`src/rtl/fetch_sequencer.sv`:
```
// Instruction fetch sequencer: reads opcode/operand bytes, steers the external PC, issues non-branch instructions.
// Zero-wait latency 2 cycles (one-byte) / 3 cycles (two-byte, branch); stalls on mem_valid=0, holds instr_valid until instr_ready.
module fetch_sequencer #(
  parameter int                DATA_W  = 8,
  parameter logic [DATA_W-1:0] HALT_OP = 8'h7F
) (
  input  logic              clock,
  input  logic              rst,
  input  logic [DATA_W-1:0] pc_addr,
  output logic              pc_en,
  output logic              pc_in,
  output logic [DATA_W-1:0] pc_data,
  output logic              mem_rd,
  output logic [DATA_W-1:0] mem_addr,
  input  logic [DATA_W-1:0] mem_rdata,
  input  logic              mem_valid,
  input  logic              flag_z,
  input  logic              flag_c,
  output logic [DATA_W-1:0] ir,
  output logic [DATA_W-1:0] operand,
  output logic              instr_valid,
  input  logic              instr_ready,
  output logic              halted
);

  typedef enum logic [2:0] {
    S_OP    = 3'd0,
    S_ARG   = 3'd1,
    S_BR    = 3'd2,
    S_ISSUE = 3'd3,
    S_HALT  = 3'd4
  } state_t;

  state_t            state;
  state_t            state_nxt;
  logic [DATA_W-1:0] ir_nxt;
  logic [DATA_W-1:0] operand_nxt;
  logic [3:0]        br_class;
  logic              is_branch;
  logic              br_taken;

  assign mem_addr = pc_addr;
  assign br_class = ir[DATA_W-1 -: 4];

  always_comb begin
    is_branch = 1'b0;
    br_taken  = 1'b0;
    case (br_class)
      4'hC: begin is_branch = 1'b1; br_taken = 1'b1;   end
      4'hD: begin is_branch = 1'b1; br_taken = flag_z; end
      4'hE: begin is_branch = 1'b1; br_taken = flag_c; end
      default: ;
    endcase
  end

  always_comb begin
    state_nxt   = state;
    ir_nxt      = ir;
    operand_nxt = operand;
    pc_en       = 1'b0;
    pc_in       = 1'b0;
    pc_data     = '0;
    mem_rd      = 1'b0;
    instr_valid = 1'b0;
    halted      = 1'b0;

    case (state)
      S_OP: begin
        mem_rd = 1'b1;
        if (mem_valid) begin
          ir_nxt      = mem_rdata;
          operand_nxt = '0;
          pc_en       = 1'b1;
          state_nxt   = mem_rdata[DATA_W-1] ? S_ARG : S_ISSUE;
        end
      end
      S_ARG: begin
        mem_rd = 1'b1;
        if (mem_valid) begin
          operand_nxt = mem_rdata;
          pc_en       = 1'b1;
          state_nxt   = is_branch ? S_BR : S_ISSUE;
        end
      end
      S_BR: begin
        if (br_taken) begin
          pc_en   = 1'b1;
          pc_in   = 1'b1;
          pc_data = operand;
        end
        state_nxt = S_OP;
      end
      S_ISSUE: begin
        instr_valid = 1'b1;
        if (instr_ready) begin
          state_nxt = (ir == HALT_OP) ? S_HALT : S_OP;
        end
      end
      S_HALT: begin
        halted = 1'b1;
      end
      default: begin
        state_nxt = S_OP;
      end
    endcase

    // Outputs are Mealy, so an asserted reset must force them idle immediately.
    if (!rst) begin
      pc_en       = 1'b0;
      pc_in       = 1'b0;
      pc_data     = '0;
      mem_rd      = 1'b0;
      instr_valid = 1'b0;
      halted      = 1'b0;
    end
  end

  always_ff @(posedge clock or negedge rst) begin
    if (!rst) begin
      state   <= S_OP;
      ir      <= '0;
      operand <= '0;
    end else begin
      state   <= state_nxt;
      ir      <= ir_nxt;
      operand <= operand_nxt;
    end
  end

endmodule

```
`config.mk`:
```
export PLATFORM = sky130hd
export DESIGN_NAME = fetch_sequencer
export DESIGN_NICKNAME = d
export VERILOG_FILES = /design/src/rtl/fetch_sequencer.sv
export SDC_FILE = /design/constraint.sdc
export NUM_CORES = 1
export LEC_CHECK = 0
export BUFFER_PORTS_ARGS = -buffer_cell sky130_fd_sc_hd__buf_2
export CORE_UTILIZATION = 43
export DETAILED_ROUTE_END_ITERATION = 16
export PLACE_DENSITY = 0.89
export SLEW_MARGIN = 20
export SYNTH_ARGS = -nofsm -noshare
export SYNTH_HDL_FRONTEND = slang
export SYNTH_SLANG_ARGS = --single-unit
```
`constraint.sdc`:
```
create_clock -name clock -period 1.88 [get_ports clock]
set_input_delay 0.188 -clock clock [delete_from_list [all_inputs] [get_ports clock]]
set_output_delay 0.188 -clock clock [all_outputs]
set_load 0.005 [all_outputs]
```
==> results of run 1 <==
layout make-up:
cell class                      instances  area (um^2)  share of cell area
Sequential cell                        19          477               0.383
Multi-Input combinational cell         67          417               0.335
Timing Repair Buffer                   47          250               0.201
Inverter                               10         37.5              0.0302
Tap cell                               28         35.0              0.0282
Clock buffer                            3         22.5              0.0181
Clock inverter                          1         5.00             0.00402
metal layers:
layer | wire [um] | global-route usage | up-vias | part of all wire
met3 | 160 | 0.0333 | 6 | 0.071
met2 | 1050 | 0.300 | 44 | 0.47
met5 | 0 | 0 | - | 0
met1 | 1010 | 0.260 | 401 | 0.45
li1 | - | - | 433 | -
met4 | 34 | 0.102 | 0 | 0.015
power groups by stage:
stage	clock (mW)	combinational [mW]	sequential (mW)
after CTS	0.211	0.746	0.757
after global routing	0.218	0.848	0.788
after floorplan	0	0.458	0.752
after global placement	0	0.712	0.751
after detailed placement	0	0.743	0.765
final	0.205	0.751	0.762
stage by stage:
| step | utilization | power [mW] | hold slack [ns] |
|---|---|---|---|
| after floorplan | - | 1.21 | -0.108 |
| after global placement | 0.542 | 1.46 | 0.163 |
| after detailed placement | 0.542 | 1.51 | 0.173 |
| after CTS | 0.559 | 1.71 | 0.131 |
| after global routing | 0.562 | 1.85 | 0.146 |
| final | 0.562 | 1.72 | 0.141 |
cell usage in the layout, fill, tap and decap left out:
master	n
clkinv_2	1
nor2b_1	3
nand3b_1	2
o21ai_0	8
buf_4	4
nand3_2	1
buf_2	42
and3_1	1
o22ai_1	1
nor2_8	1
nand2_1	18
dfrtp_1	18
o32ai_1	1
or3b_1	1
mux2_2	8
clkbuf_4	3
nand4_1	2
nand2b_1	4
a211oi_1	1
dfrtp_2	1
inv_1	10
dlygate4sd3_1	1
nor3_1	10
o2111ai_1	1
nor2_1	2
o31a_1	1
a21oi_1	1
critical path, stage by stage (launching register included):
cell and delay, ns:
dfrtp_2 0.44, nor2b_1 0.23, o2111ai_1 0.14, buf_4 0.19, o22ai_1 0.15, buf_2 0.14
kinds of logic after synthesis:
group,synth area share
flops,0.469
mux,0.0889
simple gates,0.233
compound gates,0.0840
buf+inv,0.125
path summary, 6_finish.rpt:
path	cells after the start	slack, ns	to
max	5	0.10	pc_en
min	2	0.14	ir[5]$_DFFE_PN0P_
min in group asynchronous	3	0.37	state[0]$_DFFE_PN0P_
max reg2reg	3	0.27	ir[1]$_DFFE_PN0P_
max in group asynchronous	3	1.29	state[1]$_DFFE_PN0P_
min reg2reg	2	0.51	operand[2]$_DFFE_PN0P_
registers in the layout (all words and copies together), names as in the netlist:
name	count
ir	8
state	3
operand	8
timing repair:
action                                  4_1_cts  5_1_grt
endpoints found under the setup margin        0        9
hold buffers                                  1        0
setup buffers                                 0        0
gates resized for setup                       0        2
endpoints found under the hold margin        19        0
==> impl_metrics.toml, run 1 <==
[status]
status = "finished clean"

[placement]
place_inst = 170
dpl_worst_slack_ns = 0.274
routabilityCongestion = 0.753
portBuffers = 42
dpl.hpwl_um = 1710
place_area_um2 = 1200

[clock_network]
clock_latency_ns = 0.30
clk_path_buf_depth = 2
clk_pin_slew_ns = 0.11
cts.sinks = 19
numCtsBuffers = 3
htree_levels = 1
root_buffer = "clkbuf_4"
cts_tree = "done"

[layout]
drive_gt1_frac = 0.415
syn_to_final_growth_pct = 22.7
final_cells = 175
design_area_um2 = 1240
final_nets = 170
fill_cells = 216
insertedDiodeCount = 0

[timing]
timing.fmax_mhz = 562
rsz0062_at_grt = "no"
hold_violations = 0
tns_ns = 0
timing.final.crit_period_ns = 1.78
fin_crit_sh = 0.947
setup_ws_ns = 0.100
maxSlewHeadroom = 0.825
setup_viol = 0
slew_viol_final = 0
skew_ns = 0.00661
tightest_slew_ns = 0.263

[synthesis]
yosys.area.top_type = "dfrtp_1"
syn_area_um2 = 1010
syn_inst = 109
async_flop_share = 1.00
syn_nets = 131
synth-main-ff-cell = "dfrtp_1"
synth_cell_types = 25
synth_enable_flop_cells = 0
synth-seq-area-share = 0.469
synthTopCellsByArea = "dfrtp_1, mux2_2, nand2_1, buf_4, nor3_1"
postSynthAreaPerCell_um2 = 9.30
ys_ff_latch = 19
yosysMostFrequentCell = "dfrtp_1"
yosys-top-cells-count = "dfrtp_1, nand2_1, inv_1, nor3_1"
synth_top_area_share = 0.469
ys_warn_count = 0

[route]
num_vias = 884
first_pass_iters = 4
drtIter0Drc = 30
drc = 0
via_per_inst = 5.05
ant_nets = 0
wire_per_inst_um = 12.9
routed_wl_um = 2260

[setup_path]
rr_startpoint = "state[1]$_DFFE_PN0P_"
critPathKind = "register to primary output"
cp.arrival_ns = 1.59
required_ns = 1.69
start_kind = "register"
cp_max_fo = 10
endpoint_kind = "primary output"
startpoint = "state[1]$_DFFE_PN0P_"

[grt]
grt_pass1_wl_um = 3670
grt_pass1_vias = 798
overflow = 0
antenna_found_initial = 0
grt_use_total = 0.194
grt_max_degree = 22

[hold_path]
hp-class = "primary input to register"
hold_path_startpoint = "mem_rdata[5]"

[power_and_ir_drop]
irDropWorstVdd_mv = 0.769
combPwrFrac = 0.437
cellPowerDensity_nw_per_um2 = 1380
power.switching_mw = 0.681
p_int_mw = 1.04
pwr-share-seq = 0.443
swShare = 0.396
clkPwrFrac = 0.120
leakage_nw = 0.639

[floorplanning]
dieHeight_um = 50.6
io_pins = 59
core-area_um2 = 2210
dieArea_um2 = 2560
placementRows = 17
die_w_um = 50.6
initial_core_util = 0.458

[run]
drv_cap = 0
Power figures use the tool's default switching activity.
==> inputs of run 2 (changes only) <==
--- a/config.mk
+++ b/config.mk
@@ -6,9 +6,9 @@
 export NUM_CORES = 1
 export LEC_CHECK = 0
 export BUFFER_PORTS_ARGS = -buffer_cell sky130_fd_sc_hd__buf_2
-export CORE_UTILIZATION = 43
+export CORE_UTILIZATION = 46
 export DETAILED_ROUTE_END_ITERATION = 16
-export PLACE_DENSITY = 0.89
+export PLACE_DENSITY = 0.94
 export SLEW_MARGIN = 20
 export SYNTH_ARGS = -nofsm -noshare
 export SYNTH_HDL_FRONTEND = slang
==> constraint.sdc (replaced) <==
create_clock -name clock -period 2.1 [get_ports clock]
set_input_delay 0.21 -clock clock [delete_from_list [all_inputs] [get_ports clock]]
set_output_delay 0.21 -clock clock [all_outputs]
set_load 0.005 [all_outputs]
==> run 2 against run 1 <==
Net effect: clock-buffer cell count unchanged; flip-flop and latch count unchanged; combinational power down 11%; routed wire length down 1.0%.
==> impl_metrics.toml, run 2 (synthesis gave the netlist of run 1 again) <==
[setup_path]
critPathKind = "register to primary output"
endpoint_kind = "primary output"
cp_max_fo = 10
start_kind = "register"
regToRegSetupSlack_ns = 0.42
cp.arrival_ns = 1.73
required_ns = 1.89
rr_startpoint = "state[1]$_DFFE_PN0P_"
startpoint = "state[1]$_DFFE_PN0P_"

[layout]
final_cell_mix = "buf_2, dfrtp_1, nand2_1"
syn_to_final_growth_pct = 23.0
final_nets = 169
biggestRegsByFlops = "ir (8), operand (8), state (3)"
fill_cells = 193
final_cells = 173
design_area_um2 = 1250
insertedDiodeCount = 0
final_common_cell = "buf_2"
drive_gt1_frac = 0.404

[placement]
portBuffers = 42
place_inst = 168
dpl.hpwl_um = 1720
place_area_um2 = 1190
routabilityCongestion = 0.914

[timing]
maxSlewHeadroom = 0.713
fin_hold_ws_ns = 0.157
skew_ns = 0.00824
timing.final.crit_period_ns = 1.94
tightest_slew_ns = 0.429
rsz0062_at_grt = "no"
fin_crit_sh = 0.924
slew_viol_final = 0
tns_ns = 0
hold_violations = 0
timing.fmax_mhz = 515
setup_viol = 0

[floorplanning]
placementRows = 16
core-area_um2 = 2020
initial_core_util = 0.501
io_pins = 59
dieArea_um2 = 2400
die_w_um = 48.9
dieHeight_um = 48.9

[route]
via_per_inst = 5.12
wire_per_inst_um = 12.9
drc = 0
drtIter0Drc = 21
ant_nets = 0
num_vias = 886
first_pass_iters = 4
routed_wl_um = 2230

[power_and_ir_drop]
cellPowerDensity_nw_per_um2 = 1230
leakage_nw = 0.635
irDropWorstVdd_mv = 0.803

[clock_network]
cts_setup_buffers = 0
cts_tree = "done"
clk_pin_slew_ns = 0.11
numCtsBuffers = 3
clock_latency_ns = 0.31
htree_levels = 1
root_buffer = "clkbuf_4"
cts.sinks = 19
clk_path_buf_depth = 2

[grt]
antenna_found_initial = 0
overflow = 0
grt_max_degree = 22
grt_pass1_wl_um = 3830
grt_use_total = 0.213
grt_pass1_vias = 828

[hold_path]
hp-class = "primary input to register"
hold_path_startpoint = "mem_rdata[3]"

[run]
drv_cap = 0

[status]
status = "finished clean"
## run 2: cell type report
type,count,area (um^2),share of cell area
clock inverters,1,5.00,0.00402
well taps,27,33.8,0.0271
clock buffers,3,22.5,0.0181
multi-input cells,67,429,0.344
inverters,10,37.5,0.0301
repair buffers,46,243,0.195
flip-flops and latches,19,475,0.382
## run 2: final timing paths
path | to | depth (start not counted)
setup / recovery | pc_en | 4
hold / removal | operand[3]$_DFFE_PN0P_ | 3
setup reg to reg | ir[1]$_DFFE_PN0P_ | 3
hold reg to reg | operand[6]$_DFFE_PN0P_ | 2
max in group asynchronous | operand[2]$_DFFE_PN0P_ | 3
min in group asynchronous | ir[7]$_DFFE_PN0P_ | 3
## run 2: critical path, stage by stage (launching register included)
cell and delay [ns]:
dfrtp_1 0.47, nor2b_1 0.32, o2111ai_4 0.25, o22ai_1 0.23, buf_2 0.14
## run 2: power by group
part / internal (mW) / leakage [nW] / switching, mW
Sequential: 0.534 / 0.235 / 0.142
Clock: 0.0712 / 0.0177 / 0.117
Combinational: 0.320 / 0.382 / 0.350
## run 2: routing by layer
metal  vias up  track usage  routed length [um]
met5         -            0                   0
met4         0        0.137                  76
met3         8       0.0280                 157
met2        40        0.340                1010
met1       408        0.271                 985
li1        430            -                   -
## run 2: timing repair
item,CTS,global route
gates resized for setup,1,1
hold buffers,1,0
hold endpoints to repair,19,0
endpoints found under the setup margin,1,3
## run 2: metrics by stage
stage / worst slack (ns) / util / power [mW]
2_1_floorplan: 0.575 / - / 1.08
3_3_place_gp: 0.447 / 0.589 / 1.30
3_5_place_dp: 0.348 / 0.589 / 1.34
4_1_cts: 0.129 / 0.611 / 1.53
5_1_grt: 0.0359 / 0.616 / 1.67
6_report: 0.160 / 0.616 / 1.53
